$ cat src/rtl/control_fsm_if.sv
// Control bundle between the multicycle controller and the datapath it steers.
// master = controller side, slave = datapath side.
interface control_fsm_if;
  logic [5:0]  opCode;
  logic        PCWriteCond;
  logic        PCWrite;
  logic        IorD;
  logic        MemRead;
  logic        MemWrite;
  logic        MemtoReg;
  logic        IRWrite;
  logic        ALUSrcA;
  logic        RegWrite;
  logic        RegDst;
  logic [1:0]  PCSource;
  logic [1:0]  ALUSrcB;
  logic [1:0]  ALUOp;
  logic [3:0]  state;
  logic        halted;
  logic        illegal;
  logic [15:0] retired;

  modport master (
    input  opCode,
    output PCWriteCond, PCWrite, IorD, MemRead, MemWrite, MemtoReg, IRWrite,
           ALUSrcA, RegWrite, RegDst, PCSource, ALUSrcB, ALUOp,
           state, halted, illegal, retired
  );

  modport slave (
    output opCode,
    input  PCWriteCond, PCWrite, IorD, MemRead, MemWrite, MemtoReg, IRWrite,
           ALUSrcA, RegWrite, RegDst, PCSource, ALUSrcB, ALUOp,
           state, halted, illegal, retired
  );
endinterface

$ cat src/rtl/control_fsm.sv
// Multicycle MIPS-style controller: Moore-decoded datapath strobes, retire counter, halt/illegal status.
// Latency 4-6 cycles per instruction (beq/j 4, sw/R/addi 5, lw 6); no backpressure, advances every cycle.
module control_fsm (
  input  logic          clk,
  input  logic          reset,
  control_fsm_if.master bus
);

  typedef enum logic [3:0] {
    FETCH   = 4'd0,
    FETCH2  = 4'd1,
    DECODE  = 4'd2,
    MEMADR  = 4'd3,
    MEMRD   = 4'd4,
    MEMWB   = 4'd5,
    MEMWR   = 4'd6,
    RTEXE   = 4'd7,
    RTWB    = 4'd8,
    BRANCH  = 4'd9,
    JUMP    = 4'd10,
    ADDIEXE = 4'd11,
    ADDIWB  = 4'd12,
    HALT    = 4'd13
  } state_t;

  localparam logic [5:0] OP_RTYPE = 6'b000000;
  localparam logic [5:0] OP_J     = 6'b000010;
  localparam logic [5:0] OP_BEQ   = 6'b000100;
  localparam logic [5:0] OP_ADDI  = 6'b001000;
  localparam logic [5:0] OP_LW    = 6'b100011;
  localparam logic [5:0] OP_SW    = 6'b101011;
  localparam logic [5:0] OP_HALT  = 6'b111111;

  state_t      state_q;
  state_t      state_d;
  logic        store_q;
  logic        illegal_q;
  logic [15:0] retired_q;
  logic        op_known;
  logic        retire;

  always_comb begin
    op_known = 1'b0;
    case (bus.opCode)
      OP_RTYPE, OP_J, OP_BEQ, OP_ADDI,
      OP_LW, OP_SW, OP_HALT: op_known = 1'b1;
      default:               op_known = 1'b0;
    endcase
  end

  // Next state plus the retire strobe that marks the edge an instruction completes on.
  always_comb begin
    state_d = FETCH;
    retire  = 1'b0;
    case (state_q)
      FETCH:   state_d = FETCH2;
      FETCH2:  state_d = DECODE;
      DECODE: begin
        case (bus.opCode)
          OP_LW, OP_SW: state_d = MEMADR;
          OP_RTYPE:     state_d = RTEXE;
          OP_BEQ:       state_d = BRANCH;
          OP_J:         state_d = JUMP;
          OP_ADDI:      state_d = ADDIEXE;
          OP_HALT: begin
            state_d = HALT;
            retire  = 1'b1;
          end
          default:      state_d = FETCH;
        endcase
      end
      MEMADR:  state_d = store_q ? MEMWR : MEMRD;
      MEMRD:   state_d = MEMWB;
      RTEXE:   state_d = RTWB;
      ADDIEXE: state_d = ADDIWB;
      MEMWB, MEMWR, RTWB, BRANCH, JUMP, ADDIWB: begin
        state_d = FETCH;
        retire  = 1'b1;
      end
      HALT:    state_d = HALT;
      default: state_d = FETCH;
    endcase
  end

  // Moore output decode; anything not named for a state stays 0.
  always_comb begin
    bus.PCWriteCond = 1'b0;
    bus.PCWrite     = 1'b0;
    bus.IorD        = 1'b0;
    bus.MemRead     = 1'b0;
    bus.MemWrite    = 1'b0;
    bus.MemtoReg    = 1'b0;
    bus.IRWrite     = 1'b0;
    bus.ALUSrcA     = 1'b0;
    bus.RegWrite    = 1'b0;
    bus.RegDst      = 1'b0;
    bus.PCSource    = 2'b00;
    bus.ALUSrcB     = 2'b00;
    bus.ALUOp       = 2'b00;
    case (state_q)
      FETCH: begin
        bus.MemRead = 1'b1;
      end
      FETCH2: begin
        bus.IRWrite = 1'b1;
        bus.ALUSrcB = 2'b01;
        bus.PCWrite = 1'b1;
      end
      MEMADR, ADDIEXE: begin
        bus.ALUSrcA = 1'b1;
        bus.ALUSrcB = 2'b10;
      end
      MEMRD: begin
        bus.ALUSrcA = 1'b1;
        bus.ALUSrcB = 2'b10;
        bus.IorD    = 1'b1;
        bus.MemRead = 1'b1;
      end
      MEMWB: begin
        bus.ALUSrcA  = 1'b1;
        bus.ALUSrcB  = 2'b10;
        bus.IorD     = 1'b1;
        bus.MemtoReg = 1'b1;
        bus.RegWrite = 1'b1;
      end
      MEMWR: begin
        bus.ALUSrcA  = 1'b1;
        bus.ALUSrcB  = 2'b10;
        bus.IorD     = 1'b1;
        bus.MemWrite = 1'b1;
      end
      RTEXE: begin
        bus.ALUSrcA = 1'b1;
        bus.ALUOp   = 2'b10;
      end
      RTWB: begin
        bus.ALUSrcA  = 1'b1;
        bus.ALUOp    = 2'b10;
        bus.RegDst   = 1'b1;
        bus.RegWrite = 1'b1;
      end
      BRANCH: begin
        bus.ALUSrcA     = 1'b1;
        bus.ALUOp       = 2'b01;
        bus.PCWriteCond = 1'b1;
        bus.PCSource    = 2'b01;
      end
      JUMP: begin
        bus.PCSource = 2'b10;
        bus.PCWrite  = 1'b1;
      end
      ADDIWB: begin
        bus.ALUSrcA  = 1'b1;
        bus.ALUSrcB  = 2'b10;
        bus.RegWrite = 1'b1;
      end
      default: begin
      end
    endcase
  end

  // The opcode is only guaranteed valid in DECODE, so lw/sw is remembered for MEMADR.
  always_ff @(posedge clk or posedge reset) begin
    if (reset) begin
      state_q   <= FETCH;
      store_q   <= 1'b0;
      illegal_q <= 1'b0;
      retired_q <= 16'h0000;
    end else begin
      state_q   <= state_d;
      illegal_q <= (state_q == DECODE) && !op_known;
      if (state_q == DECODE)
        store_q <= (bus.opCode == OP_SW);
      if (retire)
        retired_q <= retired_q + 16'd1;
    end
  end

  assign bus.state   = state_q;
  assign bus.halted  = (state_q == HALT);
  assign bus.illegal = illegal_q;
  assign bus.retired = retired_q;

endmodule

$ cat src/flat_wrapper.sv
// flat-port wrapper written by rule: the top's interface ports become plain ports
module control_fsm_flat 
  (clk, reset, bus_opCode, bus_PCWriteCond, bus_PCWrite, bus_IorD, bus_MemRead, bus_MemWrite, bus_MemtoReg, bus_IRWrite, bus_ALUSrcA, bus_RegWrite, bus_RegDst, bus_PCSource, bus_ALUSrcB, bus_ALUOp, bus_state, bus_halted, bus_illegal, bus_retired);
  control_fsm_if bus_i ();
  input  logic clk;
  input  logic reset;
  input wire logic [$bits(bus_i.opCode)-1:0] bus_opCode;
  output wire logic [$bits(bus_i.PCWriteCond)-1:0] bus_PCWriteCond;
  output wire logic [$bits(bus_i.PCWrite)-1:0] bus_PCWrite;
  output wire logic [$bits(bus_i.IorD)-1:0] bus_IorD;
  output wire logic [$bits(bus_i.MemRead)-1:0] bus_MemRead;
  output wire logic [$bits(bus_i.MemWrite)-1:0] bus_MemWrite;
  output wire logic [$bits(bus_i.MemtoReg)-1:0] bus_MemtoReg;
  output wire logic [$bits(bus_i.IRWrite)-1:0] bus_IRWrite;
  output wire logic [$bits(bus_i.ALUSrcA)-1:0] bus_ALUSrcA;
  output wire logic [$bits(bus_i.RegWrite)-1:0] bus_RegWrite;
  output wire logic [$bits(bus_i.RegDst)-1:0] bus_RegDst;
  output wire logic [$bits(bus_i.PCSource)-1:0] bus_PCSource;
  output wire logic [$bits(bus_i.ALUSrcB)-1:0] bus_ALUSrcB;
  output wire logic [$bits(bus_i.ALUOp)-1:0] bus_ALUOp;
  output wire logic [$bits(bus_i.state)-1:0] bus_state;
  output wire logic [$bits(bus_i.halted)-1:0] bus_halted;
  output wire logic [$bits(bus_i.illegal)-1:0] bus_illegal;
  output wire logic [$bits(bus_i.retired)-1:0] bus_retired;
  assign bus_i.opCode = bus_opCode;
  assign bus_PCWriteCond = bus_i.PCWriteCond;
  assign bus_PCWrite = bus_i.PCWrite;
  assign bus_IorD = bus_i.IorD;
  assign bus_MemRead = bus_i.MemRead;
  assign bus_MemWrite = bus_i.MemWrite;
  assign bus_MemtoReg = bus_i.MemtoReg;
  assign bus_IRWrite = bus_i.IRWrite;
  assign bus_ALUSrcA = bus_i.ALUSrcA;
  assign bus_RegWrite = bus_i.RegWrite;
  assign bus_RegDst = bus_i.RegDst;
  assign bus_PCSource = bus_i.PCSource;
  assign bus_ALUSrcB = bus_i.ALUSrcB;
  assign bus_ALUOp = bus_i.ALUOp;
  assign bus_state = bus_i.state;
  assign bus_halted = bus_i.halted;
  assign bus_illegal = bus_i.illegal;
  assign bus_retired = bus_i.retired;
  control_fsm u_core (.clk(clk), .reset(reset), .bus(bus_i));
endmodule
$ cat config.mk
export PLATFORM = sky130hd
export DESIGN_NAME = control_fsm_flat
export DESIGN_NICKNAME = d
export VERILOG_FILES = /design/src/rtl/control_fsm_if.sv /design/src/rtl/control_fsm.sv /design/src/flat_wrapper.sv
export SDC_FILE = /design/constraint.sdc
export NUM_CORES = 1
export LEC_CHECK = 0
export CORE_MARGIN = 3
export CORE_UTILIZATION = 40
export DETAILED_ROUTE_END_ITERATION = 16
export MAX_ROUTING_LAYER = met4
export PLACE_DENSITY = 0.71
export SETUP_SLACK_MARGIN = 0.05
export SKIP_LAST_GASP = 1
export SYNTH_ARGS = -nofsm -noshare
export SYNTH_HDL_FRONTEND = slang
export SYNTH_SLANG_ARGS = --single-unit
$ cat constraint.sdc
create_clock -name clk -period 3.86 [get_ports clk]
set_clock_uncertainty 0.1 [all_clocks]
set_input_delay 0.772 -clock clk [delete_from_list [all_inputs] [get_ports clk]]
set_output_delay 0.772 -clock clk [all_outputs]
set_load 0.1 [all_outputs]
# [After elaboration in Yosys (flattened, before gate mapping)]
# Cells that the tools add are included.
# Widths: inputs -> output; s select.
[op_classes] addsub=1 n_mux=19 n_eq_ne=19 n_reduce_logical=14
[op_table] cell="$pmux 4 s8" n=1
[op_table] cell="$eq 4x4->1 const B" n=6
[op_table] cell="$pmux 4 s6" n=1
[op_table] cell="$eq 6x6->1 const B" n=3
[op_table] cell="$add 16x1->16 const B" n=1
[op_table] cell="$eq 4x3->1 const B" n=4
[op_table] cell="$mux 1" n=12
[op_table] cell="$pmux 2 s2" n=3
[op_table] cell="$reduce_or 6->1" n=2
[op_table] cell="$reduce_or 9->1" n=1
[op_table] cell="$eq 4x2->1 const B" n=2
[op_table] cell="$reduce_or 2->1" n=4
[op_table] cell="$reduce_or 7->1" n=1
[op_table] cell="$eq 6x2->1 const B" n=1
[op_table] cell="$eq 6x3->1 const B" n=1
[op_table] cell="$eq 6x4->1 const B" n=1
[op_table] cell="$logic_not 6->1" n=1
[op_table] cell="$reduce_or 3->1" n=2
[op_table] cell="$eq 4x1->1 const B" n=1
[op_table] cell="$logic_not 4->1" n=1
[op_table] cell="$mux 2" n=1
[op_table] cell="$pmux 1 s2" n=1
[op_table] cell="$logic_and 1x1->1" n=1
[op_table] cell="$logic_not 1->1" n=1
[totals] elab_cells=57 reg_bits=22 output_inout_bits=38

# [Longest topological paths before layout]
# Gate-level depths: netlist of run 1.
[logic_depth] word_depth=5 ltp_mapped=8 depth_no_buf=5

# [Worst setup path after synthesis of run 1]
# Ideal clock, no wire load.
[synth_path] path_type="reg-to-output" from="register u_core.state_q[0] (netlist: u_core.bus.state[0])" to="output port bus_PCWrite" t_arrival_ns=4.155 path_slack_ns=-1.167 required_time_ns=2.988 path_buffers=1 stages_incl_launch_ff=5 path_cell_list="dfrtp_1 > buf_2 > nand2_1 > nor3_1 > or2_2"
[synth_via] elab_chain_len=3 word_cells_on_any_way=4 cone_classes="2 x eq/ne; 1 x mux; 1 x reduce/logical"
[synth_lines] item="start: declaration" line="control_fsm.sv:34" rtl="state_t state_q;"
[synth_lines] item="start signal: assignment" line="control_fsm.sv:170" rtl="state_q <= state_d;"
[synth_lines] item="$eq 4x4->1 / $eq 4x1->1 (equally long branches)" line="control_fsm.sv:100" rtl="case (state_q)"
[synth_lines] item="$reduce_or 2->1 (no line) (*)"
[synth_lines] item="$mux 1 (*)" line="control_fsm.sv:100"
[synth_lines] item="end: declaration" line="flat_wrapper.sv:9" rtl="output wire logic [$bits(bus_i.PCWrite)-1:0] bus_PCWrite;"
# Every way passes the cells marked *; elsewhere a longest branch is shown, timed or not.

# [Final worst setup path of run 1]
[layout_path] from="register u_core.state_q[1] (netlist: u_core.bus.state[1])" to="output port bus_state[1]"
[layout_rtl] item="end: declaration" line="flat_wrapper.sv:21" rtl="output wire logic [$bits(bus_i.state)-1:0] bus_state;"
# No word-level cell between the ends.

==> results of run 1 <==
[layout make-up]
cell class | instances | area share (%)
multi-input cells | 108 | 41.81
flip-flops and latches | 22 | 29.77
repair buffers | 45 | 21.79
well taps | 44 | 2.977
clock inverters | 1 | 1.624
clock buffers | 3 | 1.218
inverters | 4 | 0.8119
[layer usage]
| layer | wire (microns) | vias up | global-route usage, % |
|---|---|---|---|
| li1 | - | 596 | - |
| met1 | 1358 | 572 | 19.14 |
| met2 | 1671 | 32 | 27.05 |
| met3 | 134 | 2 | 2.564 |
| met4 | 30 | 0 | 4.404 |
| met5 | 0 | - | - |
[worst max-delay path by stage]
| stage | startpoint | endpoint | cells after the start |
|---|---|---|---|
| floorplan | u_core.bus.state[0] | bus_PCWrite | 4 |
| global placement | bus_opCode[3] | u_core.bus.retired[1] | 5 |
| detailed placement | bus_opCode[3] | u_core.bus.retired[1] | 5 |
| CTS | u_core.bus.state[1] | bus_state[1] | 1 |
| global route | u_core.bus.state[1] | bus_state[1] | 1 |
| finish | u_core.bus.state[1] | bus_state[1] | 1 |
[cell usage in the layout (no fill, tap or decap), drive strengths merged, types with 2 or more instances in the layout]
| master | instances |
|---|---|
| clkdlybuf4s50 | 26 |
| a21oi | 7 |
| nor3 | 3 |
| nand2 | 7 |
| inv | 4 |
| nand2b | 4 |
| buf | 19 |
| xnor2 | 16 |
| o41ai | 2 |
| o21ai | 5 |
| and3 | 8 |
| or3 | 2 |
| or2 | 3 |
| dfrtp | 22 |
| a31oi | 2 |
| and4 | 2 |
| and2 | 3 |
| nor2 | 12 |
| clkbuf | 3 |
| nand4 | 5 |
| nor4 | 2 |
| nand3 | 13 |
[Yosys cell counts]
cell,n
nand2_1,7
buf_2,3
nor4_1,2
buf_4,3
and3_1,8
or2_2,1
mux2_2,1
clkbuf_1,3
buf_12,1
o211ai_1,1
ha_1,1
or3_1,2
nand3_1,5
o41ai_1,1
o32ai_1,1
o21ai_0,5
and4_1,2
and2_1,3
dfrtp_1,22
a211o_1,1
nand2b_1,4
xnor2_1,15
buf_6,2
nor2b_1,1
nand3_2,8
or2_1,2
o31ai_2,1
a21oi_1,7
xor2_1,1
inv_1,4
nor2_1,12
a31oi_1,2
o41ai_2,1
a2111oi_0,1
o22ai_1,1
o2111a_4,1
mux2i_1,1
xnor2_2,1
nor3_1,3
nand4_1,5
[kinds of logic after synthesis]
logic type	Yosys count
xor gates and xnor gates	17
muxes	2
adders and majority gates	1
and+or+nand+nor	65
DFF	22
buffers and inverters	16
AOI/OAI and AO/OA	23
[flip-flops by register name, summed over array words and instances (netlist names)]
register,count
u_core.bus.retired,16
u_core.store_q,1
u_core.bus.state,4
u_core.bus.illegal,1
[worst reg2reg max path, delay by kind of cell, from the launching register on]
kind                   cells  cell delay, ps
AOI/OAI and AO/OA          2             730
DFF                        1             590
muxes                      1             360
buffers and inverters      1             180
[stage by stage]
step                utilization, %  worst slack, ps
floorplan                        -           -209.2
global placement             56.09             1113
global route                 57.73            779.6
detailed placement           56.09             1020
finish                       57.73            878.7
CTS                          57.73            860.4
==> flow_metrics.tcl, run 1 <==
set metrics [dict create \
    status "completed" \
    critPathTopFamily "buffers and inverters" \
    hpwl_microns 2457 \
    finalNonFillerCells 227 \
    hold_path_end "u_core.bus.retired[15]" \
    cp_max_fo 11 \
    antenna_found_initial 0 \
    criticalPathCategory "reg2out" \
    synthAdderAreaFrac_pct 0.8929 \
    clk_latency_ps 310 \
    vias_per_cell 5.295 \
    drive_gt1_share_pct 23.50 \
    critPathSlowestCell "clkdlybuf4s50_1" \
    setup-tns-final_ps 0 \
    tightestPinTransition_ps 996.5 \
    r2r_cells 4 \
    syn2layout_area_growth_pct 31.96 \
    relSlewSlack_pct 33.36 \
    drcViolationCount 0 \
    htreeDepth 1 \
    fin_crit_sh_pct 77.24 \
    die-area_sq_um 4250 \
    start_util_pct 43.75 \
    cts_setup_buffers 0 \
    rsz0062_at_grt "no" \
    grt.overflow.total 0 \
    io_pins 46 \
    min_from "u_core.bus.retired[15]" \
    register_area_sq_um 550.5 \
    fin_nets 193 \
    synth_xor_area_share_pct 11.16 \
    cts_hold_buf 0 \
    wl_per_cell_microns 14.07 \
    first_iter_violations 35 \
    track_usage_pct 15.75 \
    grt_pass1_wl_microns 5202 \
    routed_wl_microns 3195 \
    r2r_start "u_core.bus.state[1]" \
    cts_sinks 22 \
    crit_chain "clkdlybuf4s50_1" \
    dpl.cell_count 223 \
    grt_max_degree 23 \
    port_buffers 45 \
    grt_pass1_vias 1153 \
    cp.required_ps 2990 \
    die_h_microns 65.19 \
    fmax_mhz 335.4 \
    cts_tree "built" \
    first_pass_iters 4 \
    cap_violations 0 \
    hold_viol 0 \
    yosysTopAreaCellShare_pct 39.29 \
    whs_ps 381.5 \
    synth_cells 146 \
    synth_top_family_by_area "simple AND/OR/NAND/NOR gates" \
    hold_class "reg2reg" \
    fillers 316 \
    cp-end-kind "output port" \
    fp-row-count 20 \
    place_congestion 0.8446 \
    arrival_ps 2110 \
    antennaDiodeCount 0 \
    dpl_cell_area_sq_um 1797 \
    multi_input_area_sq_um 773.2 \
    drv_slew 0 \
    r2r-end "u_core.bus.retired[1]" \
    syn-num-nets 155 \
    crit_path_start_kind "flop" \
    final_area_sq_um 1849 \
    synth_area_per_cell_sq_um 9.598 \
    core-area_sq_um 3203 \
    cp.buffers_inverters 1 \
    die_x_microns 65.19 \
    via_count 1202 \
    seq_area_frac_synth_pct 39.29 \
    synth-warning-count 0 \
    ctsResizeCount 0 \
    synth-compound-area-share_pct 12.14 \
    synthMuxAreaShare_pct 1.518 \
    synthTopCellsByArea "dfrtp_1 39%, xnor2_1 9.4%, nand3_2 5.7%" \
    min_period_ps 2981 \
    clockBufferDepth 2 \
    worstHoldPathCells 1 \
    yosys.area_share.simple_pct 27.41 \
    reg2reg_setup_slack_ps 1810 \
    synth.largest_area_cell "dfrtp_1" \
    synth_cell_types 40 \
    setup_viol 0 \
    synth-seq-cells 22 \
    cts.reportedPaths.clkPinSlew_ps 130 \
    cts_root_buf "clkbuf_4" \
    ant_nets 0 \
    cts_buffers 3 \
    syn_area_sq_um 1401 \
    max_stage_delay_ps 1210 \
]
Power of run 1 is not shown: default switching activity piles up to over one toggle a cycle in this logic, so the estimate is an artifact.
==> inputs of run 2 (changes only) <==
--- a/config.mk
+++ b/config.mk
@@ -9,7 +9,7 @@
 export CORE_UTILIZATION = 40
 export DETAILED_ROUTE_END_ITERATION = 16
 export MAX_ROUTING_LAYER = met4
-export PLACE_DENSITY = 0.71
+export PLACE_DENSITY = 0.74
 export SETUP_SLACK_MARGIN = 0.05
 export SKIP_LAST_GASP = 1
 export SYNTH_ARGS = -nofsm -noshare
==> constraint.sdc (replaced) <==
create_clock -name clk -period 2.48 [get_ports clk]
set_clock_uncertainty 0.1 [all_clocks]
set_input_delay 0.496 -clock clk [delete_from_list [all_inputs] [get_ports clk]]
set_output_delay 0.496 -clock clk [all_outputs]
set_load 0.1 [all_outputs]
==> run 2 against run 1 <==
Against the previous run: non-clock buffer count is 5 higher; register-to-register slack worse by 1300 ps; cell area grew 18%; first-iteration DRC count rose by 26%; die area is the same; setup slack worse by 770 ps; hold slack worse by 140 ps; via count increased by 2.5%; sequential share of layout area is 3.8 points lower; sequential cell count is the same; critical path depth rose by 4; critical endpoint is now bus_PCWrite; final cell count up 2.2%.
==> flow_metrics.tcl, run 2 (synthesized netlist as in run 1, its figures left out) <==
set metrics [dict create \
    ctsResizeCount 1 \
    drive_gt1_share_pct 44.15 \
    r2r-end "u_core.bus.retired[1]" \
    first_pass_iters 4 \
    min_period_ps 2368 \
    routed_wl_microns 3580 \
    final_common_cell "buf_4" \
    antenna_found_initial 0 \
    antennaDiodeCount 0 \
    r2r_start "u_core.bus.state[1]" \
    grt_pass1_wl_microns 5968 \
    fin_nets 198 \
    cts_buffers 3 \
    max_stage_delay_ps 600 \
    track_usage_pct 18.33 \
    grt_pass1_vias 1225 \
    cts_hold_buf 0 \
    cp-end-kind "output port" \
    die-area_sq_um 4250 \
    cap_violations 0 \
    critPathTopFamily "flip-flops" \
    hpwl_microns 2824 \
    finalNonFillerCells 232 \
    drcViolationCount 0 \
    status "completed" \
    hold_viol 0 \
    reg2reg_setup_slack_ps 490 \
    grt_max_degree 21 \
    arrival_ps 1770 \
    cp.required_ps 1880 \
    fin_crit_sh_pct 95.49 \
    critPathSlowestCell "dfrtp_4" \
    criticalPathCategory "reg2out" \
    wl_per_cell_microns 15.43 \
    setup_viol 0 \
    die_h_microns 65.19 \
    cts_setup_buffers 0 \
    grt.overflow.total 0 \
    rsz0062_at_grt "yes" \
    vias_per_cell 5.310 \
    relSlewSlack_pct 75.60 \
    via_count 1232 \
    place_congestion 0.8804 \
    fp-row-count 20 \
    syn2layout_area_growth_pct 55.54 \
    fillers 285 \
    first_iter_violations 44 \
    core-area_sq_um 3203 \
    start_util_pct 43.75 \
    largest_reg_flops 16 \
    crit_path_start_kind "flop" \
    crit_chain "inv_4, nand2_4, nor3_4, or2_4, buf_12" \
    ant_nets 0 \
    final_cell_mix "26 x buf_4, 18 x dfrtp_1, 17 x buf_12" \
    htreeDepth 1 \
    drv_slew 0 \
    clockBufferDepth 2 \
    fmax_mhz 422.3 \
    r2r_cells 4 \
    hold_class "in2async" \
    dpl.cell_count 228 \
    port_buffers 45 \
    cp.buffers_inverters 2 \
    clk_latency_ps 300 \
    die_x_microns 65.19 \
    cp_max_fo 11 \
    cts_root_buf "clkbuf_4" \
    cts_tree "built" \
    io_pins 46 \
    tightestPinTransition_ps 356.8 \
    cts_sinks 22 \
    cts.reportedPaths.clkPinSlew_ps 120 \
]
[run 2: changes by cell type in the layout (fill, tap and decap cells not counted), sizes merged]
cell           previous run  this run
buf                      19        43
clkdlybuf4s50            26         7
[run 2: cell type report]
class / count / area (sq um) / area share [%]
multi-input cells: 108 / 883.3 / 40.53
repair buffers: 50 / 605.6 / 27.78
flip-flops and latches: 22 / 565.5 / 25.95
clock buffers: 3 / 22.52 / 1.033
inverters: 4 / 17.52 / 0.8037
clock inverters: 1 / 30.03 / 1.378
well taps: 44 / 55.05 / 2.526
[run 2: stage by stage]
stage / TNS [ps] / utilization, % / setup slack (ps) / cell area [sq um] / hold slack (ps)
after global routing: -0.3961 / 68.05 / -0.3961 / 2180 / 232.5
after global placement: 0 / 66.09 / 138.4 / 2117 / 366.0
final: 0 / 68.05 / 111.9 / 2180 / 236.9
after CTS: 0 / 67.73 / 56.22 / 2170 / 227.6
after floorplan: -973.7 / - / -389.8 / 1608 / 385.3
after detailed placement: 0 / 66.09 / 105.0 / 2117 / 363.9
[run 2: worst max path at each step]
stage / from / endpoint / cells after the start
after floorplan: u_core.bus.state[3] / bus_PCWrite / 4
after global routing: u_core.bus.state[0] / bus_PCWrite / 5
after detailed placement: bus_opCode[0] / u_core.bus.retired[1] / 5
after global placement: bus_opCode[0] / u_core.bus.retired[1] / 5
after CTS: u_core.bus.state[1] / bus_ALUOp[1] / 3
final: u_core.bus.state[1] / bus_PCWrite / 5
[run 2: routing by layer]
layer	routed length [microns]	global-route usage, %	share of wire (%)
met1	1482	21.88	41
met2	1981	32.87	55
met3	89	2.564	2.5
met4	27	3.886	0.75
met5	0	-	0
[run 2: worst register-to-register path: cells and delay by family (launching register included)]
kind,cells,cell delay [ps]
DFF,1,600
and+or+nand+nor,2,470
muxes,1,370
AOI/OAI and AO/OA,1,360
Power of run 2 is left out for the same reason.
==> inputs of run 3 (changes only) <==
--- a/config.mk
+++ b/config.mk
@@ -12,6 +12,7 @@
 export PLACE_DENSITY = 0.74
 export SETUP_SLACK_MARGIN = 0.05
 export SKIP_LAST_GASP = 1
+export SLEW_MARGIN = 20
 export SYNTH_ARGS = -nofsm -noshare
 export SYNTH_HDL_FRONTEND = slang
 export SYNTH_SLANG_ARGS = --single-unit
==> results of run 3 <==
Final layout, timing and power as in run 2 (identical DEF).
Power of run 3 is left out for the same reason.
==> patch, RTL diff (flow settings as in run 2) <==
Make the reset (`reset`) synchronous in one clocked block.
--- a/src/rtl/control_fsm.sv
+++ b/src/rtl/control_fsm.sv
@@ -162,3 +162,3 @@
   // The opcode is only guaranteed valid in DECODE, so lw/sw is remembered for MEMADR.
-  always_ff @(posedge clk or posedge reset) begin
+  always_ff @(posedge clk) begin
     if (reset) begin
Behaviour: differs if reset is asserted again (counterexample within 4 cycles, from zero or initial values and one cycle with reset high); with reset held inactive, the same outputs for 10 cycles.
==> patch against run 2 <==
  * Area after synthesis increased by 11%
  * Setup slack improved by 49 ps
  * Sequential cell count unchanged
  * Sequential share of layout area decreased by 7.2 points
  * Design area increased by 12%
  * Wire length increased by 11%
  * Cell count increased by 29%
  * Largest cell class unchanged
Power is left out: it rests on default switching activity, and per cell area and clock period it moved more than threefold.
==> patch: results (changes against run 2) <==
- Crit Path Max Fanout: 10 (-1)
- TritonCTS Buffers: 3 (unchanged)
- # Post-CTS Setup Buffers: 0 (unchanged)
- Nets: 261 (+32%)
- Synth warnings: 0 (unchanged)
- Synth area leaders: dfxtp_1 (28%), mux2_1 (9.4%), nor2_1 (8.7%), nor2b_1 (5.2%), a21oi_1 (4.2%)
- Routability cong.: 0.831 (-5.6%)
- # H-tree levels: 1 (unchanged)
- Syn Nets: 212 (+37%)
- DRC marker count from the first detailed-route iteration: 105 (+140%)
- Worst EP arrival: 2370 ps (+600 ps)
- Register area share after synthesis: 28.2% (-11 points)
- First-pass GRT wire length: 6.75 mm (+13%)
- Root buffer cell: clkbuf_8
- Min-delay src: u_core.store_q$_SDFFE_PP0P_
- Min-delay worst type: reg -> reg
- Status: finished clean
- DP HPWL: 3.05 mm (+8.1%)
- Largest net degree at the start of global routing: 37 (+76%)
- Total track usage: 19.2% (+0.91 points)
- Crit-path max cell delay: 560 ps (-40 ps)
- Ant diodes: 0 (unchanged)
- Vias in the first global route: 1517 (+24%)
- Port Buffers: 45 (unchanged)
- Final Routed Wirelength: 3.97 mm (+11%)
- Unique cell type count in the Yosys netlist: 44 (+10%)
- CP startpoint: u_core.bus.state[0]$_SDFF_PP0_
- Slowest CP cell: or4b_4
- Worst-Skew Late Latency: 260 ps (-40 ps)
- Synth async-reset ratio: 0% (-100 points)
- Vias per inst: 5.40 (+1.7%)
- Initial antenna violation count: 0 (unchanged)
- Synth top cells by count: nor2_1 (36), dfxtp_1 (22), a21oi_1 (13), mux2_1 (13), nor2b_1 (13)
- Worst-Margin Slew: 382 ps (+25.3 ps)
- Worst-path clk slew: 80 ps (-40 ps)
- Max reg flops: 16 (unchanged)
- Fraction of layout cells with a size suffix above 1: 40.2% (-3.9 points)
- 1st-pass router iterations: 4 (unchanged)
- CTS Buffer Depth: 2 (unchanged)
-- patch: through the flow --
stage          std cells  util, %  instance area, µm²  setup WS (ps)
2_1_floorplan        203        -                1760           -209
3_3_place_gp         295     64.3                2390          -27.1
3_5_place_dp         295     64.3                2390          -64.4
4_1_cts              299     65.8                2450           94.8
5_1_grt              299     66.0                2450            100
6_report             299     66.0                2450            161
-- patch: logic make-up (layout without fill, tap and decap cells) --
logic type                 after synthesis  in the layout  synth area share [%]
and+or+nand+nor                         99             99                  32.2
AOI/OAI and AO/OA                       42             42                  20.3
buffers and inverters                   24             72                  7.85
DFF                                     22             22                  28.2
muxes                                   14             14                  10.1
adders and majority gates                1              1                 0.801
xor gates and xnor gates                 1              1                 0.561
-- patch: layer usage --
layer / global-route usage, % / vias up / share of wire, %
met1: 24.1 / 759 / 48
met2: 31.8 / 32 / 46
met3: 3.12 / 5 / 4.5
met4: 5.21 / 0 / 1.1
li1: - / 819 / -
met5: - / - / 0
-- patch: final timing paths --
check / endpoint / slack, ps / cells after the start
setup / recovery: u_core.bus.retired[15]$_SDFFE_PP0P_ / 160 / 5
hold / removal: u_core.bus.state[1]$_SDFF_PP0_ / 370 / 2
setup reg to reg: u_core.bus.retired[15]$_SDFFE_PP0P_ / 160 / 5
hold reg to reg: u_core.bus.state[1]$_SDFF_PP0_ / 370 / 2
-- patch: what timing repair did --
| item | CTS | global route |
|---|---|---|
| resized for setup | 0 | 2 |
| setup endpoints to repair | 0 | 2 |
| hold buffers | 0 | 0 |
-- patch: critical path: cells and delay by family (launching register included) --
kind / cells / cell delay (ps)
mux: 1 / 360
buf+inv: 1 / 200
compound gates: 1 / 300
simple gates: 2 / 900
flops: 1 / 350
-- patch: layout make-up --
cell class              count  area, µm²
multi-input cells         157       1140
repair buffers             63        716
inverters                   5       18.8
clock buffers               4       55.1
flip-flops and latches     22        460
well taps                  48       60.1
fillers                   292       1260
